<file path="config.mk">
export PLATFORM = sky130hd
export DESIGN_NAME = mac_pipe
export DESIGN_NICKNAME = d
export VERILOG_FILES = /design/src/rtl/mac_pipe.sv
export SDC_FILE = /design/constraint.sdc
export NUM_CORES = 1
export LEC_CHECK = 0
export ABC_CLOCK_PERIOD_IN_PS = 7600
export CAP_MARGIN = 10
export CORE_UTILIZATION = 45
export DETAILED_ROUTE_END_ITERATION = 6
export GPL_TIMING_DRIVEN = 1
export PLACE_DENSITY_LB_ADDON = 0.3
export SLEW_MARGIN = 20
export SYNTH_ARGS = -nofsm -noshare
export SYNTH_HDL_FRONTEND = slang
export SYNTH_SLANG_ARGS = --single-unit
</file>
<file path="constraint.sdc">
create_clock -name clk -period 7.6 [get_ports clk]
set_clock_uncertainty 0.15 [all_clocks]
set_input_delay 1.9 -clock clk [delete_from_list [all_inputs] [get_ports clk]]
set_output_delay 1.9 -clock clk [all_outputs]
set_load 0.005 [all_outputs]
</file>
<file path="src/rtl/mac_pipe.sv">
// mac_pipe: pipelined signed multiply-accumulate over first/last-delimited
// packets. S1 registers operands, S2 the full-width product, S3 folds the
// product into the accumulator, and the output register captures the packet
// total one edge later. One global advance signal freezes every stage when
// a result is held waiting on the output side.
module mac_pipe #(
    parameter int DW     = 9,
    parameter int AW     = 24,
    parameter int CW     = 16,
    parameter int SAT_EN = 1
) (
    input  logic                 clk,
    input  logic                 rst,
    input  logic                 in_valid,
    output logic                 in_ready,
    input  logic signed [DW-1:0] in_a,
    input  logic signed [DW-1:0] in_b,
    input  logic                 in_first,
    input  logic                 in_last,
    output logic                 out_valid,
    input  logic                 out_ready,
    output logic signed [AW-1:0] out_data,
    output logic                 out_ovf,
    output logic [CW-1:0]        out_cnt
);

    localparam int PW     = 2 * DW;
    localparam int STAGES = 3;
    localparam logic [AW-1:0] SAT_MAX = {1'b0, {(AW-1){1'b1}}};
    localparam logic [AW-1:0] SAT_MIN = {1'b1, {(AW-1){1'b0}}};
    localparam logic [CW-1:0] CNT_ONE = CW'(1);

    typedef struct packed {
        logic [DW-1:0] a;
        logic [DW-1:0] b;
        logic          first;
        logic          last;
    } s1_t;

    typedef struct packed {
        logic [PW-1:0] prod;
        logic          first;
        logic          last;
    } s2_t;

    logic               w_advance;
    logic               w_accept;
    logic [STAGES:1]    r_vld_pipe;
    s1_t                r_s1;
    s2_t                r_s2;

    logic [PW-1:0]      w_a_x;
    logic [PW-1:0]      w_b_x;
    logic [PW-1:0]      w_prod;

    logic               w_start;
    logic [AW:0]        w_prod_x;
    logic [AW:0]        w_acc_x;
    logic [AW:0]        w_sum;
    logic               w_sum_ovf;
    logic [AW-1:0]      w_acc_nxt;
    logic [CW-1:0]      w_cnt_nxt;
    logic               w_ovf_nxt;

    logic [AW-1:0]      r_acc;
    logic [CW-1:0]      r_cnt;
    logic               r_ovf;
    logic               r_open;
    logic               r_s3_last;

    logic               r_out_valid;
    logic [AW-1:0]      r_out_data;
    logic               r_out_ovf;
    logic [CW-1:0]      r_out_cnt;

    // Everything moves together; only a held, unaccepted result blocks it.
    assign w_advance = !(r_out_valid && !out_ready);
    assign in_ready  = w_advance && !rst;
    assign w_accept  = in_valid && in_ready;

    assign out_valid = r_out_valid;
    assign out_data  = $signed(r_out_data);
    assign out_ovf   = r_out_ovf;
    assign out_cnt   = r_out_cnt;

    // Valid shift register: bit k marks stage Sk holding a live beat.
    always_ff @(posedge clk) begin
        if (rst) begin
            r_vld_pipe <= '0;
        end else if (w_advance) begin
            r_vld_pipe <= {r_vld_pipe[STAGES-1:1], w_accept};
        end
    end

    // S1: capture operands and packet markers of an accepted beat.
    always_ff @(posedge clk) begin
        if (rst) begin
            r_s1 <= '0;
        end else if (w_advance && w_accept) begin
            r_s1 <= '{a: in_a, b: in_b, first: in_first, last: in_last};
        end
    end

    // Sign-extend both operands to product width; the low PW bits of the
    // product of the extended values equal the exact signed product.
    assign w_a_x  = {{DW{r_s1.a[DW-1]}}, r_s1.a};
    assign w_b_x  = {{DW{r_s1.b[DW-1]}}, r_s1.b};
    assign w_prod = w_a_x * w_b_x;

    // S2: register the full-width product alongside the markers.
    always_ff @(posedge clk) begin
        if (rst) begin
            r_s2 <= '0;
        end else if (w_advance) begin
            r_s2 <= '{prod: w_prod, first: r_s1.first, last: r_s1.last};
        end
    end

    // S3 arithmetic: one guard bit above AW exposes any overflow, since a
    // single product added to an in-range accumulator cannot escape AW+1 bits.
    assign w_start   = r_s2.first || !r_open;
    assign w_prod_x  = {{(AW+1-PW){r_s2.prod[PW-1]}}, r_s2.prod};
    assign w_acc_x   = {r_acc[AW-1], r_acc};
    assign w_sum     = w_start ? w_prod_x : (w_acc_x + w_prod_x);
    assign w_sum_ovf = w_sum[AW] ^ w_sum[AW-1];

    // Clamp toward the true sign (guard bit) or keep the wrapped low bits.
    always_comb begin
        w_acc_nxt = w_sum[AW-1:0];
        if (w_sum_ovf && (SAT_EN != 0)) begin
            w_acc_nxt = w_sum[AW] ? SAT_MIN : SAT_MAX;
        end
    end

    assign w_cnt_nxt = w_start ? CNT_ONE : ((&r_cnt) ? r_cnt : r_cnt + CNT_ONE);
    assign w_ovf_nxt = (w_start ? 1'b0 : r_ovf) | w_sum_ovf;

    // S3: fold a live beat into the running packet state.
    always_ff @(posedge clk) begin
        if (rst) begin
            r_acc     <= '0;
            r_cnt     <= '0;
            r_ovf     <= 1'b0;
            r_open    <= 1'b0;
            r_s3_last <= 1'b0;
        end else if (w_advance) begin
            r_s3_last <= r_vld_pipe[2] && r_s2.last;
            if (r_vld_pipe[2]) begin
                r_acc  <= w_acc_nxt;
                r_cnt  <= w_cnt_nxt;
                r_ovf  <= w_ovf_nxt;
                r_open <= !r_s2.last;
            end
        end
    end

    // Output register: load a finished packet (even on the handshake edge,
    // giving back-to-back results), otherwise drop valid once taken.
    always_ff @(posedge clk) begin
        if (rst) begin
            r_out_valid <= 1'b0;
            r_out_data  <= '0;
            r_out_ovf   <= 1'b0;
            r_out_cnt   <= '0;
        end else if (w_advance && r_vld_pipe[3] && r_s3_last) begin
            r_out_valid <= 1'b1;
            r_out_data  <= r_acc;
            r_out_ovf   <= r_ovf;
            r_out_cnt   <= r_cnt;
        end else if (r_out_valid && out_ready) begin
            r_out_valid <= 1'b0;
        end
    end

endmodule

</file>
-- Yosys cells after proc, flatten, opt, wreduce, memory -nomap -nowiden
Cells that the tools add are included.
- flip-flop bits (word level): 128
- latch bits: 0
- bits in writable memories: 0
- memory bits (read-only): 0
- output and inout bits: 43
- memories: 0
- add/sub/neg operators: 2
- $mul: 1
- div/mod/pow operators: 0
- magnitude comparators: 0
- eq/ne operators: 1
- shifts and indexed selects: 0
- multiplexer cells: 8
- bitwise operators: 3
- reductions and logical operators: 18
- operator list (cell ; number):
    $mux W24 ; 2
    $mux W16 ; 2
    $add A24 B18 Y25 ; 1
    $mux W25 ; 1
    $mul A9 B9 Y18 ; 1
    $add A16 B1 Y16 const B ; 1
    $reduce_and A16 Y1 ; 1
    $logic_and A1 B1 Y1 ; 8
    $logic_not A1 Y1 ; 5
    $mux W1 ; 3
    $reduce_and A3 Y1 ; 1
    $ne A2 B2 Y1 const B ; 1
    $reduce_and A2 Y1 ; 1
    $reduce_bool A2 Y1 ; 1
    $logic_or A1 B1 Y1 ; 1
    $not A1 Y1 ; 1
    $or A1 B1 Y1 ; 1
    $xor A1 B1 Y1 ; 1

-- Depth between registers and ports, before layout
Gate-level depths: netlist of run 1.
- depth in word-level cells: 6
- gate-level depth with buffers: 21
- depth with buffers taken out: 20

-- Worst setup path before layout of run 1
OpenSTA, ideal clock, no wires.
- path kind: flip-flop to flip-flop
- start point: register r_s1[4] in the netlist's numbering
- end point: register r_s2[19] in the netlist's numbering
- data arrival time: 5.268 ns
- setup slack: 2.120 ns
- cell stages (with the launch flop): 22
- clock period less this slack: 5.480 ns
- path through: dfxtp_1 > clkbuf_1 > nand2_1 > fa_1 > inv_1 > fa_1 > ha_1 > inv_1 > fa_1 > inv_1 > ha_1 > ha_1 > fa_1 > a21o_1 > a21oi_1 > o21bai_1 > a21oi_1 > o21ai_1 > a41o_1 > o41a_1 > or4_1 > nand3_1
- longest elaborated chain between the ends: 1
- RTL lines (item ; RTL line ; source):
    start, declared ; 49 ; s1_t r_s1;
    start signal, assigned ; 100 ; r_s1 <= '{a: in_a, b: in_b, first: in_first, last: in_last};
    $mul A9 B9 Y18 ; 108 ; assign w_prod = w_a_x * w_b_x;
    end signal, assigned ; 115 ; r_s2 <= '{prod: w_prod, first: r_s1.first, last: r_s1.last};
    end, declared ; 50 ; s2_t r_s2;
No other way between the ends.
A chain may end at the register's enable or synchronous reset.

-- Final worst setup path of run 1
Ends and elaborated chain as after synthesis.

==> qor.csv, run 1 <==
metric,value,unit
fin crit period,5.74,ns
first-pass iteration count of the detailed router,7,
die area,20900,um2
final core utilization,53.5,%
port bufs,66,
Tightest Hold Check Type,reg -> reg,
"reg-to-reg slack, setup",1.86,ns
number of nets in the layout,1320,
first-pass GRT wire length,35600,um
Max IR drop VDD,0.000151,V
share of cells above drive strength 1,5.11,%
status,"finished, violations left",
Reg area,2560,um2
CTS tree,built,
synthesized cell area,9150,um2
Std-Cell Rows,51,
Clock Sinks,128,
DP Worst Slack,1.86,ns
Syn Nets,1287,
CTS buffer count,17,
crit-path cells,"nand2_1, fa_1, inv_1, fa_1, ha_1, inv_1, fa_1, inv_1, ha_1, ha_1, fa_1, a21o_1, a21oi_1, o21bai_1, a21oi_1, o21ai_1, a41o_1, o41a_1, or4_1, nand3_1",
most frequent cells in the layout,"nand2_1 (260), dfxtp_1 (128), a21oi_1 (115)",
CP endpoint kind,flop,
crit path launch,r_s1[4]$_SDFFE_PP0P_,
Initial Util,46.4,%
critical path's top delay family,adder cells,
routed len/inst,14.4,um
synth warn,0,
Die Y-Extent,145,um
GP Congestion,0.897,
Synth-to-Final Area Change,15.3,%
Worst-Margin Slew,1.08,ns
Crit Path Max Fanout,10,
core area,19700,um2
setup violators final,0,
"most common cell after layout, fill and taps aside",nand2_1,
Hold Path Cell Cnt,2,
Boundary Pins,67,
Avg Inst Size Synth,8.10,um2
DR vias,7610,
critical path arrival,5.95,ns
H-tree depth,4,
reg2reg start,r_s1[4]$_SDFFE_PP0P_,
vias per cell,5.28,
Fillers,1837,
ys async rst share,0,%
Slew headroom,27.6,%
"EDFF count, synth",0,
Post-CTS Setup Inserts,0,
Final HPWL DP,15000,um
Hold Buf Count CTS,0,
max_cap viols,0,
final hold violations,0,
FF-to-FF path depth,20,
diode count,0,
antenna violations before repair,0,
register area share after synthesis,28.0,%
Residual DRC,5,
Synth top area share,28.0,%
multi-input logic area,6050,um2
Fmax,0.174,GHz
WP data required,7.81,ns
die width,145,um
violated checks,design-rule violations,
Final WS setup,1.86,ns
clock-pin slew on the worst setup and hold paths,0.07,ns
"Slowest-stage cell, CP",fa_1,
clk_lat worst skew,0.42,ns
"Period Utilization, post-route",75.6,%
GRT overflow,0,
vias in the first global route,7351,
Synth Register Bits,128,
Root Driver,clkbuf_16,
CP Class,reg -> reg,
Crit path largest cell delay,0.55,ns
cells after synthesis,1129,
GRT Util Overall,21.5,%
"Top FF cell, synth",dfxtp_1,
LEAKAGE,4.54,nW
WP buf/inv,3,
RSZ-0062 raised after global routing,false,
post_cts resized,0,
Max Slew Vio Count,0,
drt total wl,20700,um
Power Dens Cells,186,nW/um2
Clock Tree Buf Depth,2,
RR Endpoint,r_s2[19]$_SDFFE_PP0N_,
"top cells by area, synth","dfxtp_1 (28%), fa_1 (16%), nand2_1 (11%)",
final total negative setup slack,0,ns
startpoint class of the critical path,flop,
DRT iter0 DRCs,313,
pin count of the biggest net entering global routing,75,
CP Depth,20,
Critical Path End,r_s2[19]$_SDFFE_PP0N_,
synth unique cells,65,
cell taking the most area after synthesis,dfxtp_1,
cell mode on critical path,fa_1,
DRT antenna net count,0,
-- worst min path at each step --
stage,start,to,slack (ns)
floorplan,r_ovf$_SDFFE_PP0P_,r_ovf$_SDFFE_PP0P_,0.27
global placement,r_ovf$_SDFFE_PP0P_,r_ovf$_SDFFE_PP0P_,0.29
detailed placement,out_data[13]$_SDFFE_PP0P_,out_data[13]$_SDFFE_PP0P_,0.30
CTS,out_data[13]$_SDFFE_PP0P_,out_data[13]$_SDFFE_PP0P_,0.30
global route,out_data[13]$_SDFFE_PP0P_,out_data[13]$_SDFFE_PP0P_,0.32
finish,out_data[13]$_SDFFE_PP0P_,out_data[13]$_SDFFE_PP0P_,0.30
-- sequential cells by signal, indices dropped and copies added, names as in the netlist --
signal and flops:
out_ovf 1, out_cnt 16, out_valid 1, r_s3_last 1
r_acc 24, r_s1 20, r_ovf 1, r_s2 20
r_vld_pipe 3, out_data 24, r_open 1, r_cnt 16
-- logic make-up (layout without fill, tap and decap cells) --
group                      Yosys count  count (layout)  share of synthesized area [%]
and+or+nand+nor                    447             447                           21.6
AOI/OAI and AO/OA                  240             240                           16.3
buffers and inverters              139             185                           5.98
adders and majority gates          134             134                           24.2
DFF                                128             128                           28.0
xor gates and xnor gates            40              40                           3.83
muxes                                1               1                          0.109
-- synthesized netlist by cell type (2+ instances only) --
cell	instances
and3_1	9
a211oi_1	7
o21bai_1	2
or4_1	2
o31ai_1	13
clkbuf_1	52
o21a_1	4
a31oi_1	2
a21oi_1	115
or3_1	5
xnor2_1	26
a21oi_2	3
dfxtp_1	128
buf_4	2
inv_1	78
xor2_1	14
ha_1	63
buf_6	2
nor2_1	43
nand3_1	57
a21boi_0	2
nor3_1	9
buf_1	3
and2_1	42
nand2_1	260
a31o_2	2
o21ai_0	51
fa_1	71
o21ai_1	4
nor2b_1	2
a21o_1	8
o211ai_1	4
buf_2	2
o2111ai_1	2
nand2b_1	10
-- layer usage --
layer  vias to the layer above  track usage, %  wire length (um)
met5                         -               0                 0
met4                         0            4.54               150
met3                        14            3.68               797
met2                       162            36.5              9870
met1                      3603            28.5              9840
li1                       3831               -                 -
-- per-stage QoR --
stage | hold WS (ns) | instances | total power [mW] | instance area [um2]
global placement | 0.285 | 1408 | 1.15 | 9960
global route | 0.321 | 1440 | 2.09 | 10600
CTS | 0.305 | 1440 | 1.98 | 10600
floorplan | 0.274 | 1129 | 1.07 | 9150
detailed placement | 0.296 | 1408 | 1.16 | 9960
finish | 0.301 | 1440 | 1.97 | 10600
-- report_power, final --
part	total [mW]	internal (mW)	switching, mW	leakage (nW)
sequential	0.745	0.702	0.0431	1.04
combinational	0.405	0.174	0.231	3.21
clock	0.817	0.441	0.375	0.287
total	1.97	1.32	0.649	4.54
-- worst min-delay path, cell delays in order (launching register included) --
cell     delay, ns
dfxtp_1       0.31
nand2_1       0.05
a21oi_1       0.05
-- final cells by class --
cell class	instances	area share (%)
Clock buffer	17	4.03
Clock inverter	15	1.57
Inverter	78	2.77
Sequential cell	128	24.3
Multi-Input combinational cell	862	57.3
Timing Repair Buffer	75	6.85
Tap cell	265	3.14
Power figures use the tool's default switching activity.
==> run 2, diff against run 1 <==
Settings changed: ABC_CLOCK_PERIOD_IN_PS 7600 to 4750.
Clock period 7.6 ns to 4.75 ns, I/O delays scaled along.
==> run 2 against run 1 <==
Against the previous run:
- the run ends with negative setup slack left
- via count grew 5.1%
- worst setup slack lost 2.3 ns
- sequential share of layout area shrank 1.6 points
- maximum frequency grew 11%
- first-iteration DRC count grew 23%
- clock power grew 58%
- critical path type unchanged
==> qor.csv, run 2 (synthesis gave the netlist of run 1 again) <==
metric,value,unit,change
status,"finished, violations left",,
violated checks,negative setup slack,,
fin cells,1519,,+5.5%
core area,19700,um2,unchanged
final core utilization,58.4,%,+4.9 points
reg2reg start,r_s1[2]$_SDFFE_PP0P_,,
fin crit period,5.19,ns,-0.550 ns
final instance area,11500,um2,+9.1%
vias per cell,5.27,,-0.34%
DRT iter0 DRCs,386,,+23%
die area,20900,um2,unchanged
final total negative setup slack,-0.595,ns,-0.595 ns
Power Dens Cells,288,nW/um2,+55%
WP data required,4.97,ns,-2.84 ns
Final HPWL DP,15700,um,+5.1%
first-pass GRT wire length,37200,um,+4.5%
Clock Tree Buf Depth,2,,unchanged
H-tree depth,4,,unchanged
CTS buffer count,17,,unchanged
routed len/inst,14.6,um,+2.1%
Sw Share,33.1,%,+0.097 points
Initial Util,46.4,%,unchanged
"reg-to-reg slack, setup",-0.44,ns,-2.30 ns
Fillers,1738,,-5.4%
placed cell areas,10500,um2,+5.8%
final hold violations,0,,unchanged
Boundary Pins,67,,unchanged
hold_sp,out_cnt[10]$_SDFFE_PP0P_,,
GRT overflow,0,,unchanged
logic gate share of total power,25.3,%,+4.7 points
share of cells above drive strength 1,16.2,%,+11 points
clock-pin slew on the worst setup and hold paths,0.07,ns,about the same
setup violators final,4,,+4
Slew headroom,39.1,%,+11 points
multi-input logic area,6370,um2,+5.2%
CTS tree,built,,
"Period Utilization, post-route",109,%,+34 points
Max Slew Vio Count,0,,unchanged
Reg power frac,35.8,%,-2.1 points
Min-Delay Endpoint,out_cnt[10]$_SDFFE_PP0P_,,
DP Worst Slack,-0.514,ns,-2.37 ns
max_cap viols,0,,unchanged
port bufs,66,,unchanged
Hold Path Cell Cnt,2,,unchanged
LEAKAGE,5.00,nW,+10%
CP endpoint kind,flop,,
pin count of the biggest net entering global routing,75,,unchanged
vias in the first global route,7821,,+6.4%
most frequent cells in the layout,"nand2_1 (255), dfxtp_1 (111), a21oi_1 (110)",,
overall power,3.32,mW,+69%
"most common cell after layout, fill and taps aside",nand2_1,,
Fin Hold WS,0.303,ns,+0.00174 ns
GP Congestion,0.931,,+3.8%
diode count,0,,unchanged
CP Class,reg -> reg,,
Synth-to-Final Area Change,25.9,%,
GRT Util Overall,22.6,%,+1.1 points
first-pass iteration count of the detailed router,5,,-2
RSZ-0062 raised after global routing,true,,
Crit Path Max Fanout,6,,-4
Clock Sinks,128,,unchanged
Final WS setup,-0.443,ns,-2.30 ns
antenna violations before repair,0,,unchanged
Std-Cell Rows,51,,unchanged
die width,145,um,unchanged
Residual DRC,0,,-5
RR Endpoint,r_s2[19]$_SDFFE_PP0N_,,
cell-internal power,2.22,mW,+68%
crit path launch,r_s1[2]$_SDFFE_PP0P_,,
DR vias,8000,,+5.1%
Fmax,0.193,GHz,+11%
startpoint class of the critical path,flop,,
Die Y-Extent,145,um,unchanged
DRT antenna net count,0,,unchanged
drt total wl,22300,um,+7.7%
clk_lat worst skew,0.44,ns,+0.02 ns
Root Driver,clkbuf_16,,
Tightest Hold Check Type,reg -> reg,,
Max IR drop VDD,0.000275,V,+83%
Clock power frac,38.9,%,-2.6 points
number of nets in the layout,1399,,+6.0%
Worst-Margin Slew,0.913,ns,-0.169 ns
placed cells,1474,,+4.7%
FF-to-FF path depth,20,,unchanged
net load switching power,1.10,mW,+69%
Reg area,2610,um2,+1.9%
critical path arrival,5.42,ns,-0.53 ns
## run 2: changes by cell type in the layout (fill, tap and decap cells not counted), moves of 4 or more
cell,delta
nand2_1,-5
dfxtp_2,+6
dfxtp_4,+11
buf_4,+78
dfxtp_1,-17
nand2_4,+4
ha_4,+12
a21oi_1,-5
inv_2,+5
fa_1,-6
ha_1,-13
fa_2,+6
inv_1,-6
## run 2: timing repair
action,4_1_cts,5_1_grt
hold endpoints to repair,0,0
pin swaps,20,21
setup endpoints to repair,6,6
setup buffers,8,6
gates resized for setup,39,35
hold buffers,0,0
## run 2: power by group through the flow
stage	registers, mW	logic [mW]	clock network, mW
after global placement	1.21	0.737	0
final	1.19	0.839	1.29
after detailed placement	1.21	0.751	0
after global routing	1.19	0.944	1.37
after floorplan	1.18	0.554	0
after CTS	1.18	0.784	1.31
## run 2: worst max-delay path, cell delays in order (launching register included)
cell and delay [ns]:
dfxtp_4 0.40, nand2_4 0.05, fa_1 0.52, inv_1 0.05, fa_1 0.43, ha_1 0.30, inv_2 0.04, fa_1 0.48
inv_2 0.05, ha_4 0.21, ha_4 0.16, fa_2 0.39, a21o_1 0.23, a21oi_4 0.14, o21bai_1 0.09, a21oi_2 0.20
o21ai_2 0.08, a41o_1 0.24, o41a_1 0.33, or4_4 0.50, nand3_2 0.09
## run 2: how the worst max path moves through the flow
stage	endpoint	slack, ns	cells past startpoint
after floorplan	r_s2[19]$_SDFFE_PP0N_	-0.24	17
final	r_s2[19]$_SDFFE_PP0N_	-0.44	20
after CTS	r_s2[19]$_SDFFE_PP0N_	-0.41	20
after detailed placement	r_s2[19]$_SDFFE_PP0N_	-0.51	19
after global routing	r_s2[19]$_SDFFE_PP0N_	-0.58	20
after global placement	r_s2[19]$_SDFFE_PP0N_	-0.40	19
## run 2: cell type report
class,instances,share of cell area [%]
well taps,265,2.88
inverters,78,2.56
clock buffers,17,3.70
clock inverters,15,1.41
multi-input cells,862,55.3
repair buffers,154,11.5
flip-flops and latches,128,22.7
## run 2: layer usage
layer | vias up | track usage, % | wire, um
li1 | 3981 | - | -
met1 | 3825 | 27.8 | 9940
met2 | 158 | 40.2 | 11100
met3 | 36 | 3.91 | 798
met4 | 0 | 6.15 | 384
met5 | - | 0 | 0
==> run 3, diff against run 2 <==
Settings changed: RECOVER_POWER set to 50.
==> run 3 against run 2 <==
Against the previous run:
- the run still ends with negative setup slack left
- sequential power is essentially flat
- clock power is essentially flat
- sequential share of layout area is essentially flat
- core utilization shrank 0.051 points
- largest cell class unchanged
==> qor.csv, run 3 (synthesis gave the netlist of run 1 again) <==
metric,value,unit,change
DP Worst Slack,-0.514,ns,unchanged
Crit Path Max Fanout,7,,+1
share of cells above drive strength 1,16.0,%,-0.16 points
DR vias,7986,,-0.18%
diode count,0,,unchanged
CP endpoint kind,flop,,
Slew headroom,28.0,%,-11 points
drt total wl,22200,um,about the same
cell-internal power,2.22,mW,about the same
Initial Util,46.4,%,unchanged
vias in the first global route,7821,,unchanged
Die Y-Extent,145,um,unchanged
CP Class,reg -> reg,,
final instance area,11500,um2,about the same
RR Endpoint,r_s2[19]$_SDFFE_PP0N_,,
Residual DRC,0,,unchanged
placed cell areas,10500,um2,unchanged
number of nets in the layout,1399,,unchanged
CTS tree,built,,
"Period Utilization, post-route",110,%,+0.25 points
FF-to-FF path depth,20,,unchanged
CTS buffer count,17,,unchanged
Sw Share,33.2,%,+0.062 points
Clock Sinks,128,,unchanged
first-pass GRT wire length,37200,um,unchanged
hold_sp,out_cnt[10]$_SDFFE_PP0P_,,
Boundary Pins,67,,unchanged
Clock Tree Buf Depth,2,,unchanged
port bufs,66,,unchanged
DRT iter0 DRCs,428,,+11%
LEAKAGE,5.12,nW,+2.5%
Reg power frac,35.7,%,about the same
final core utilization,58.3,%,about the same
most frequent cells in the layout,"nand2_1 (255), dfxtp_1 (111), a21oi_1 (110)",,
Final WS setup,-0.455,ns,-0.0121 ns
final hold violations,0,,unchanged
clk_lat worst skew,0.44,ns,about the same
Std-Cell Rows,51,,unchanged
Clock power frac,39.0,%,about the same
fin crit period,5.21,ns,+0.0121 ns
Synth-to-Final Area Change,25.7,%,about the same
clock-pin slew on the worst setup and hold paths,0.07,ns,about the same
critical path arrival,5.43,ns,about the same
Root Driver,clkbuf_16,,
first-pass iteration count of the detailed router,5,,unchanged
setup violators final,4,,unchanged
Final HPWL DP,15700,um,unchanged
final total negative setup slack,-0.680,ns,-0.0847 ns
max_cap viols,0,,unchanged
vias per cell,5.26,,-0.18%
net load switching power,1.10,mW,+0.24%
GRT overflow,0,,unchanged
"most common cell after layout, fill and taps aside",nand2_1,,
Hold Path Cell Cnt,2,,unchanged
H-tree depth,4,,unchanged
Worst-Margin Slew,1.08,ns,+0.166 ns
GP Congestion,0.931,,unchanged
Power Dens Cells,288,nW/um2,+0.14%
core area,19700,um2,unchanged
violated checks,negative setup slack,,
Max Slew Vio Count,0,,unchanged
die width,145,um,unchanged
WP data required,4.97,ns,about the same
Tightest Hold Check Type,reg -> reg,,
reg2reg start,r_s1[3]$_SDFFE_PP0P_,,
antenna violations before repair,0,,unchanged
routed len/inst,14.6,um,about the same
status,"finished, violations left",,
Max IR drop VDD,0.000277,V,+0.74%
"reg-to-reg slack, setup",-0.46,ns,about the same
GRT Util Overall,22.6,%,unchanged
die area,20900,um2,unchanged
DRT antenna net count,0,,unchanged
RSZ-0062 raised after global routing,true,,
pin count of the biggest net entering global routing,75,,unchanged
logic gate share of total power,25.3,%,about the same
startpoint class of the critical path,flop,,
Min-Delay Endpoint,out_cnt[10]$_SDFFE_PP0P_,,
crit path launch,r_s1[3]$_SDFFE_PP0P_,,
Fmax,0.192,GHz,-0.23%
## run 3: cell types whose count changed in the layout (fill, tap and decap cells not counted)
cell,before,now
clkdlybuf4s50_1,65,27
clkbuf_1,0,2
clkbuf_2,0,1
buf_4,87,84
dlygate4sd3_1,0,38
## run 3: worst max-delay path, stage by stage, from the launching register on
cell	delay, ns
dfxtp_4	0.39
nand2_1	0.09
fa_1	0.50
inv_1	0.05
fa_1	0.43
ha_1	0.30
inv_2	0.04
fa_1	0.48
inv_2	0.05
ha_4	0.22
ha_4	0.16
fa_2	0.39
a21o_1	0.23
a21oi_4	0.15
o21bai_1	0.09
a21oi_2	0.20
o21ai_2	0.08
a41o_1	0.23
o41a_1	0.33
or4_4	0.50
nand3_2	0.09
## run 3: through the flow
step	power [mW]	hold slack, ns	std cells
floorplan	1.73	0.274	1129
global placement	1.94	0.287	1474
detailed placement	1.96	0.290	1474
CTS	3.28	0.306	1514
global route	3.50	0.318	1519
finish	3.32	0.300	1519
## run 3: worst max path at each step
stage,endpoint,slack [ns],cells past startpoint
6_report,r_s2[19]$_SDFFE_PP0N_,-0.46,20
5_1_grt,r_s2[19]$_SDFFE_PP0N_,-0.58,20
4_1_cts,r_s2[19]$_SDFFE_PP0N_,-0.41,20
3_5_place_dp,r_s2[19]$_SDFFE_PP0N_,-0.51,19
3_3_place_gp,r_s2[19]$_SDFFE_PP0N_,-0.40,19
2_1_floorplan,r_s2[19]$_SDFFE_PP0N_,-0.24,17
## run 3: power by group through the flow
stage                     registers (mW)  logic, mW  clock network (mW)
after floorplan                     1.18      0.554                   0
after global placement              1.21      0.737                   0
after detailed placement            1.21      0.751                   0
after CTS                           1.18      0.784                1.31
after global routing                1.19      0.943                1.37
final                               1.19      0.839                1.29
## run 3: layout make-up
cell class              instances  area (um2)
clock buffers                  17         425
clock inverters                15         163
fillers                      1737        8220
inverters                      78         295
multi-input cells             862        6370
flip-flops and latches        128        2610
well taps                     265         332
repair buffers                154        1310
## run 3: per-layer routing
layer / up-vias / part of all wire (%) / track usage [%]
met3: 38 / 3.4 / 3.91
met2: 152 / 50 / 40.2
li1: 3986 / - / -
met5: - / 0 / 0
met4: 0 / 1.8 / 6.15
met1: 3810 / 45 / 27.8
## run 3: what timing repair did
item                       in CTS  in global routing
setup endpoints to repair       6                  6
pin swaps                      20                 21
buffers inserted                8                  6
gates cloned                    0                  0
hold buffers                    0                  0
resized for setup              39                 35
